`src/rtl/alu_nibble_seq_if.sv`:
```
// Bus bundle for the nibble-serial ALU sequencer: controller handshake,
// operands, result/flags and the external 4-bit adder path.
// The use_carry signal exists only when ALU_SEQ_ADC_EN is defined.
interface alu_nibble_seq_if;
  logic       start;
  logic       sub;
`ifdef ALU_SEQ_ADC_EN
  logic       use_carry;
`endif
  logic [7:0] op_a;
  logic [7:0] op_b;
  logic [3:0] add_a;
  logic [3:0] add_b;
  logic       add_cin;
  logic [3:0] add_s;
  logic       add_cout;
  logic       busy;
  logic       done;
  logic [7:0] result;
  logic       flag_c;
  logic       flag_z;
  logic       flag_n;
  logic       flag_v;

`ifdef ALU_SEQ_ADC_EN
  // Controller plus external adder side.
  modport master (
    output start, sub, use_carry, op_a, op_b, add_s, add_cout,
    input  add_a, add_b, add_cin, busy, done, result, flag_c, flag_z, flag_n, flag_v
  );
  // Sequencer side.
  modport slave (
    input  start, sub, use_carry, op_a, op_b, add_s, add_cout,
    output add_a, add_b, add_cin, busy, done, result, flag_c, flag_z, flag_n, flag_v
  );
`else
  // Controller plus external adder side.
  modport master (
    output start, sub, op_a, op_b, add_s, add_cout,
    input  add_a, add_b, add_cin, busy, done, result, flag_c, flag_z, flag_n, flag_v
  );
  // Sequencer side.
  modport slave (
    input  start, sub, op_a, op_b, add_s, add_cout,
    output add_a, add_b, add_cin, busy, done, result, flag_c, flag_z, flag_n, flag_v
  );
`endif
endinterface

```
`src/rtl/alu_nibble_seq.sv`:
```
// Nibble-serial 8-bit add/subtract sequencer driving an external 4-bit adder
// twice (low nibble, then high nibble) and latching result and C/Z/N/V flags.
// Optional feature macro: ALU_SEQ_ADC_EN (stored carry chains into cin for ADC/SBC).
module alu_nibble_seq (
  input logic          clk,
  input logic          reset,
  alu_nibble_seq_if.slave bus
);

  typedef enum logic [1:0] {StIdle, StLo, StHi, StDone} state_e;

  state_e     state_q, state_d;
  logic [7:0] a_q;
  logic [7:0] b_q;      // operand B already inverted for subtract
  logic       cin0_q;
  logic [3:0] lo_q;
  logic       c4_q;
  logic [7:0] result_q;
  logic       flag_c_q, flag_z_q, flag_n_q, flag_v_q;

  logic       accept;
  logic       cin0;
  logic [7:0] result_new;

  assign accept     = bus.start && ((state_q == StIdle) || (state_q == StDone));
  assign result_new = {bus.add_s, lo_q};

`ifdef ALU_SEQ_ADC_EN
  assign cin0 = bus.use_carry ? flag_c_q : bus.sub;
`else
  assign cin0 = bus.sub;
`endif

  // State register.
  always_ff @(posedge clk) begin
    if (reset) begin
      state_q <= StIdle;
    end else begin
      state_q <= state_d;
    end
  end

  // Next-state logic; start is ignored while an operation is in flight.
  always_comb begin
    state_d = state_q;
    unique case (state_q)
      StIdle:  state_d = bus.start ? StLo : StIdle;
      StLo:    state_d = StHi;
      StHi:    state_d = StDone;
      StDone:  state_d = bus.start ? StLo : StIdle;
      default: state_d = StIdle;
    endcase
  end

  // Adder drive and handshake outputs, zero outside the two passes.
  always_comb begin
    bus.add_a   = 4'h0;
    bus.add_b   = 4'h0;
    bus.add_cin = 1'b0;
    bus.busy    = 1'b0;
    bus.done    = 1'b0;
    unique case (state_q)
      StLo: begin
        bus.add_a   = a_q[3:0];
        bus.add_b   = b_q[3:0];
        bus.add_cin = cin0_q;
        bus.busy    = 1'b1;
      end
      StHi: begin
        bus.add_a   = a_q[7:4];
        bus.add_b   = b_q[7:4];
        bus.add_cin = c4_q;
        bus.busy    = 1'b1;
      end
      StDone:  bus.done = 1'b1;
      default: ;
    endcase
  end

  // Operand capture, inter-pass carry, and result/flag commit at HI->DONE.
  always_ff @(posedge clk) begin
    if (reset) begin
      a_q      <= 8'h00;
      b_q      <= 8'h00;
      cin0_q   <= 1'b0;
      lo_q     <= 4'h0;
      c4_q     <= 1'b0;
      result_q <= 8'h00;
      flag_c_q <= 1'b0;
      flag_z_q <= 1'b0;
      flag_n_q <= 1'b0;
      flag_v_q <= 1'b0;
    end else begin
      if (accept) begin
        a_q    <= bus.op_a;
        b_q    <= bus.sub ? ~bus.op_b : bus.op_b;
        cin0_q <= cin0;
      end
      if (state_q == StLo) begin
        lo_q <= bus.add_s;
        c4_q <= bus.add_cout;
      end
      if (state_q == StHi) begin
        result_q <= result_new;
        flag_c_q <= bus.add_cout;
        flag_z_q <= (result_new == 8'h00);
        flag_n_q <= result_new[7];
        flag_v_q <= (a_q[7] == b_q[7]) && (result_new[7] != a_q[7]);
      end
    end
  end

  assign bus.result = result_q;
  assign bus.flag_c = flag_c_q;
  assign bus.flag_z = flag_z_q;
  assign bus.flag_n = flag_n_q;
  assign bus.flag_v = flag_v_q;

endmodule

```
`src/flat_wrapper.sv`:
```
// flat-port wrapper written by rule: the top's interface ports become plain ports
module alu_nibble_seq_flat 
  (clk, reset, bus_start, bus_sub, bus_op_a, bus_op_b, bus_add_s, bus_add_cout, bus_add_a, bus_add_b, bus_add_cin, bus_busy, bus_done, bus_result, bus_flag_c, bus_flag_z, bus_flag_n, bus_flag_v);
  alu_nibble_seq_if bus_i ();
  input logic clk;
  input logic reset;
  input wire logic [$bits(bus_i.start)-1:0] bus_start;
  input wire logic [$bits(bus_i.sub)-1:0] bus_sub;
  input wire logic [$bits(bus_i.op_a)-1:0] bus_op_a;
  input wire logic [$bits(bus_i.op_b)-1:0] bus_op_b;
  input wire logic [$bits(bus_i.add_s)-1:0] bus_add_s;
  input wire logic [$bits(bus_i.add_cout)-1:0] bus_add_cout;
  output wire logic [$bits(bus_i.add_a)-1:0] bus_add_a;
  output wire logic [$bits(bus_i.add_b)-1:0] bus_add_b;
  output wire logic [$bits(bus_i.add_cin)-1:0] bus_add_cin;
  output wire logic [$bits(bus_i.busy)-1:0] bus_busy;
  output wire logic [$bits(bus_i.done)-1:0] bus_done;
  output wire logic [$bits(bus_i.result)-1:0] bus_result;
  output wire logic [$bits(bus_i.flag_c)-1:0] bus_flag_c;
  output wire logic [$bits(bus_i.flag_z)-1:0] bus_flag_z;
  output wire logic [$bits(bus_i.flag_n)-1:0] bus_flag_n;
  output wire logic [$bits(bus_i.flag_v)-1:0] bus_flag_v;
  assign bus_i.start = bus_start;
  assign bus_i.sub = bus_sub;
  assign bus_i.op_a = bus_op_a;
  assign bus_i.op_b = bus_op_b;
  assign bus_i.add_s = bus_add_s;
  assign bus_i.add_cout = bus_add_cout;
  assign bus_add_a = bus_i.add_a;
  assign bus_add_b = bus_i.add_b;
  assign bus_add_cin = bus_i.add_cin;
  assign bus_busy = bus_i.busy;
  assign bus_done = bus_i.done;
  assign bus_result = bus_i.result;
  assign bus_flag_c = bus_i.flag_c;
  assign bus_flag_z = bus_i.flag_z;
  assign bus_flag_n = bus_i.flag_n;
  assign bus_flag_v = bus_i.flag_v;
  alu_nibble_seq u_core (.clk(clk), .reset(reset), .bus(bus_i));
endmodule
```
`config.mk`:
```
export PLATFORM = sky130hd
export DESIGN_NAME = alu_nibble_seq_flat
export DESIGN_NICKNAME = d
export VERILOG_FILES = /design/src/rtl/alu_nibble_seq_if.sv /design/src/rtl/alu_nibble_seq.sv /design/src/flat_wrapper.sv
export SDC_FILE = /design/constraint.sdc
export NUM_CORES = 1
export LEC_CHECK = 0
export ABC_CLOCK_PERIOD_IN_PS = 1550
export CAP_MARGIN = 40
export CORE_MARGIN = 2
export CORE_UTILIZATION = 30
export DETAILED_ROUTE_END_ITERATION = 8
export PLACE_DENSITY = 0.63
export SLEW_MARGIN = 15
export SYNTH_ARGS = -nofsm -noshare
export SYNTH_HDL_FRONTEND = slang
export SYNTH_SLANG_ARGS = --single-unit
```
`constraint.sdc`:
```
create_clock -name clk -period 1.55 [get_ports clk]
set_input_delay 0.2325 -clock clk [delete_from_list [all_inputs] [get_ports clk]]
set_output_delay 0.2325 -clock clk [all_outputs]
set_load 0.03 [all_outputs]
```
### Word level (Yosys, flattened, before mapping)

Index checks and enable logic that the tools add are counted.

| operators by class | value |
|---|---|
| reductions and logical operators | 7 |
| bitwise gates (word level) | 1 |
| equality and inequality tests | 5 |
| multiplexer cells | 8 |

Operator list:

| kind | number |
|---|---|
| $pmux 4 s2 | 2 |
| $logic_not 8->1 | 1 |
| $mux 8 | 1 |
| $not 8->8 | 1 |
| $pmux 2 s3 | 1 |
| $eq 2x2->1 const B | 2 |
| $reduce_or 2->1 | 2 |
| $mux 1 | 3 |
| $eq 2x1->1 const B | 1 |
| $logic_and 1x1->1 | 2 |
| $logic_not 2->1 | 1 |
| $pmux 1 s2 | 1 |
| $eq 1x1->1 | 1 |
| $logic_or 1x1->1 | 1 |
| $ne 1x1->1 | 1 |

| word-level totals | value |
|---|---|
| output and inout port bits | 23 |
| input port bits | 25 |
| register bits | 36 |
| word-level logic and storage cells | 32 |

### Depth between registers and ports, before layout

| logic depth | value |
|---|---|
| depth after elaboration | 3 |
| gate-level depth with buffers | 6 |
| mapped depth without buffers | 4 |

### Least setup slack after synthesis

OpenSTA, ideal clock, no wires.

| path | value |
|---|---|
| path type | register to output |
| start | register u_core.state_q[0] |
| end | output port bus_add_a[0] |
| buffers on the path | 2 |
| arrival | 1.459 ns |
| slack | -0.142 ns |
| stages on the path, launching flop included | 6 |
| required time | 1.317 ns |
| cells stage by stage | dfxtp_1 inv_1 ha_1 buf_2 buf_2 nor2_1 |

| between the ends | value |
|---|---|
| longest elaborated chain between the ends | 2 |
| elaborated cells between the ends (all ways) | 3 |
| classes of those cells | 2 x eq/ne; 1 x mux |

Ends and longest elaborated chain:

| what | RTL line | RTL |
|---|---|---|
| start, declared | alu_nibble_seq.sv:12 | `state_e state_q, state_d;` |
| start signal, assigned | alu_nibble_seq.sv:37 | `state_q <= StIdle;` |
| start signal, assigned | alu_nibble_seq.sv:39 | `state_q <= state_d;` |
| $eq 2x2->1 or $eq 2x1->1 (tied branches) | alu_nibble_seq.sv:62 | `unique case (state_q)` |
| $pmux 4 s2 * | alu_nibble_seq.sv:62 |  |
| end, declared | flat_wrapper.sv:13 | `output wire logic [$bits(bus_i.add_a)-1:0] bus_add_a;` |

Mark *: on every way between the ends. The rest lies on a longest branch, timed or not.

### Worst setup path in the final report

| path | value |
|---|---|
| start | register u_core.state_q[1] |
| end | output port bus_add_cin |

| between the ends | value |
|---|---|
| longest elaborated chain between the ends | 2 |
| elaborated cells between the ends (all ways) | 3 |
| classes of those cells | 2 x eq/ne; 1 x mux |

Ends and longest elaborated chain:

| what | RTL line | RTL |
|---|---|---|
| $eq 2x2->1 or $eq 2x1->1 (tied branches) | alu_nibble_seq.sv:62 |  |
| $pmux 1 s2 * | alu_nibble_seq.sv:62 |  |
| end, declared | flat_wrapper.sv:15 | `output wire logic [$bits(bus_i.add_cin)-1:0] bus_add_cin;` |

Marks and branches as above.

==> impl_metrics.yaml <==
status:
  run_status: "finished, violations left"
  violations: "negative setup slack"
timing:
  final.min_clock_period_ns: 1.61
  finalWorstSetupSlack_ns: -0.0641
  setup_viol: 9
  fin_crit_sh_pct: 104
  tightest_slew_ns: 0.333
  skew_ns: 0.00858
  rsz0062_at_grt: "true"
  slew_headroom_pct: 77.9
  fmax_mhz: 620
  slew_viol_final: 0
  finalHoldViolCount: 0
yosys:
  syn_area_per_cell_um2: 9.34
  synth_nets: 200
  synth-async-reset-ratio_pct: 0
  synth_area_leaders: "dfxtp_1 44%, mux2i_1 8.8%, nor2_1 5.9%"
  ys_seq_area_share_pct: 43.9
  yosys-top-cells-count: "35 x dfxtp_1, 25 x nor2_1, 18 x a21oi_1"
  yosysMostFrequentCell: "dfxtp_1"
  synth_cell_types: 23
  synth_top_area_cell: "dfxtp_1"
  yosys.area.top_type_share_pct: 43.9
  synth_flop_cell: "dfxtp_1"
  ys_seq_elements: 35
  synth_warnings: 0
  syn-cell-area_mm2: 0.00160
  synth_edf_count: 0
  syn_inst: 171
placement:
  port_buffers: 47
  dp_hpwl_mm: 2.67
  gp_congestion: 0.701
  dpl_worst_slack_ns: 0.0714
grt:
  grt_pass1_wl_mm: 6.44
  antenna_found_initial: 0
  grt_pass1_vias: 1385
  grt_max_degree: 16
  grt.total_usage_pct: 13.6
  grt_overflow: 0
min_path:
  min_to: "u_core.bus.result[4]"
  hold_path_depth: 2
  hold_class: "flip-flop to flip-flop"
  min-delay-start: "u_core.bus.result[4]"
floorplanning:
  core_mm2: 0.00511
  die_x_um: 77.0
  start_util_pct: 31.3
  die_y_um: 77.0
  fp.dieArea_mm2: 0.00592
  ios: 48
  rows: 26
clocking:
  cts.sink_count: 35
  cts_inserted_buffers: 5
  insertion_delay_ns: 0.28
  clockRootBuffer: "clkbuf_8"
  cts_max_level: 2
  clk_pin_slew_ns: 0.07
  cts_buffer_depth: 2
  cts_tree: "done"
  cts_hold_buffers: 0
drt:
  first_pass_iters: 4
  vias: 1375
  drc_errors: 0
  wl_mm: 3.84
  dr.first_iter.drc_count: 42
  drt.antenna.violating_nets: 0
  via_per_inst: 4.55
  drt-wirelength-per-cell_um: 12.7
final_layout:
  fillCellCount: 496
  nets: 260
  final_util_pct: 48.8
  synthToLayoutAreaGrowth_pct: 56.2
  multi_input_area_um2: 877
  drive_gt1_share_pct: 33.2
  seqCellArea_um2: 708
  insertedDiodeCount: 0
critical_path:
  critPathMaxStageDelay_ns: 0.39
  worstPathRequired_ns: 1.32
  endpoint_kind: "output pin"
  worst_path_max_delay_cell: "dfxtp_4"
  worst_setup_path_start_kind: "flip-flop"
  crit_arrival_ns: 1.38
  crit-reg2reg-launch: "u_core.state_q[0]"
  crit_fanout: 7
  path_cells: "inv_4 -> ha_4 -> buf_8 -> a22oi_2 -> nor2_2 -> buf_6"
  reg2reg_depth: 7
  path_class: "flip-flop to output pin"
  r2r_slack_ns: 0.11
  r2r_end: "u_core.a_q[5]"
run:
  cap_violations: 0
power:
  p_leak_uw: 0.000991
  p_per_area_mw_per_mm2: 1370
  ir_worst_vdd_mv: 0.515
per-stage QoR:
| stage | TNS, ns | hold WS [ns] | std cells | instance area [µm²] | total power, µW |
|---|---|---|---|---|---|
| 2_1_floorplan | -0.485 | 0.380 | 171 | 1620 | 1990 |
| 3_3_place_gp | 0 | 0.478 | 286 | 2180 | 2360 |
| 3_5_place_dp | 0 | 0.485 | 286 | 2180 | 2370 |
| 4_1_cts | -0.455 | 0.501 | 299 | 2430 | 3260 |
| 5_1_grt | -0.869 | 0.515 | 302 | 2490 | 3610 |
| 6_report | -0.290 | 0.493 | 302 | 2490 | 3400 |
layer usage:
layer	global-route usage [%]	share of wire, %	vias to the layer above
li1	-	-	713
met3	3.29	2.6	4
met1	15.6	45	633
met4	5.45	1.1	0
met5	0	0	-
met2	24.3	51	25
cell type report:
cell class,count,area share [%]
multi-input combinational,113,35.2
timing repair buffer,72,28.9
sequential,35,28.4
clock inverter,1,0.201
tap,70,3.51
clock buffer,7,3.06
inverter,4,0.803
state kept, by name, indices dropped and copies added, names as in the netlist:
name / cells
u_core.cin0_q: 1
u_core.b_q: 8
u_core.bus.flag_z: 1
u_core.state_q: 2
u_core.bus.result: 8
u_core.lo_q: 4
u_core.bus.flag_v: 1
u_core.c4_q: 1
u_core.bus.flag_c: 1
u_core.a_q: 8
cell usage in the layout (no fill, tap or decap), types with 3 or more instances in the layout:
master           instances
dlymetal6s2s_1           3
buf_8                    3
buf_6                   13
nand3_1                  9
mux2i_1                 14
a21bo_2                  9
dfxtp_1                 33
a211oi_1                 8
dlygate4sd2_1            5
buf_4                   18
nor2_1                  16
a21oi_1                 18
nor2_2                   8
xnor2_1                  8
clkbuf_8                 5
a22oi_2                  9
clkdlybuf4s50_1         28
report_power, final:
part           total (µW)  switching, µW  internal, µW
logic                1590            779           815
registers            1180            122          1060
clock network         626            311           315
total                3400           1210          2190
how the worst max path moves through the flow:
stage                           start      endpoint  slack (ns)  cells after the start
floorplan           u_core.state_q[0]  bus_add_a[0]       -0.05                      5
global placement    u_core.state_q[0]   bus_add_cin        0.08                      6
detailed placement  u_core.state_q[0]  bus_add_a[3]        0.07                      6
CTS                 u_core.state_q[1]   bus_add_cin       -0.09                      6
global route        u_core.state_q[1]  bus_add_b[3]       -0.11                      6
finish              u_core.state_q[1]   bus_add_cin       -0.06                      6
critical path: cells and delay by family (launching register included):
| kind | cells | cell delay [ns] |
|---|---|---|
| flip-flops | 1 | 0.39 |
| buffers and inverters | 3 | 0.30 |
| AND/OR/NAND/NOR | 1 | 0.06 |
| adder cells (fa/ha/maj) | 1 | 0.16 |
| AO/OA/AOI/OAI | 1 | 0.18 |
what timing repair did:
item,CTS,global route
resized for setup,42,13
pin swaps,9,8
setup endpoints to repair,16,13
setup buffers,5,3
cells by family after synthesis:
group	Yosys count	synth area share [%]
flip-flops	35	43.9
buffers and inverters	23	7.29
AND/OR/NAND/NOR	41	11.7
adder cells (fa/ha/maj)	4	3.13
multiplexers	14	8.78
AO/OA/AOI/OAI	46	20.8
XOR/XNOR	8	4.39
Note: power is estimated with default switching activity, not from simulation.
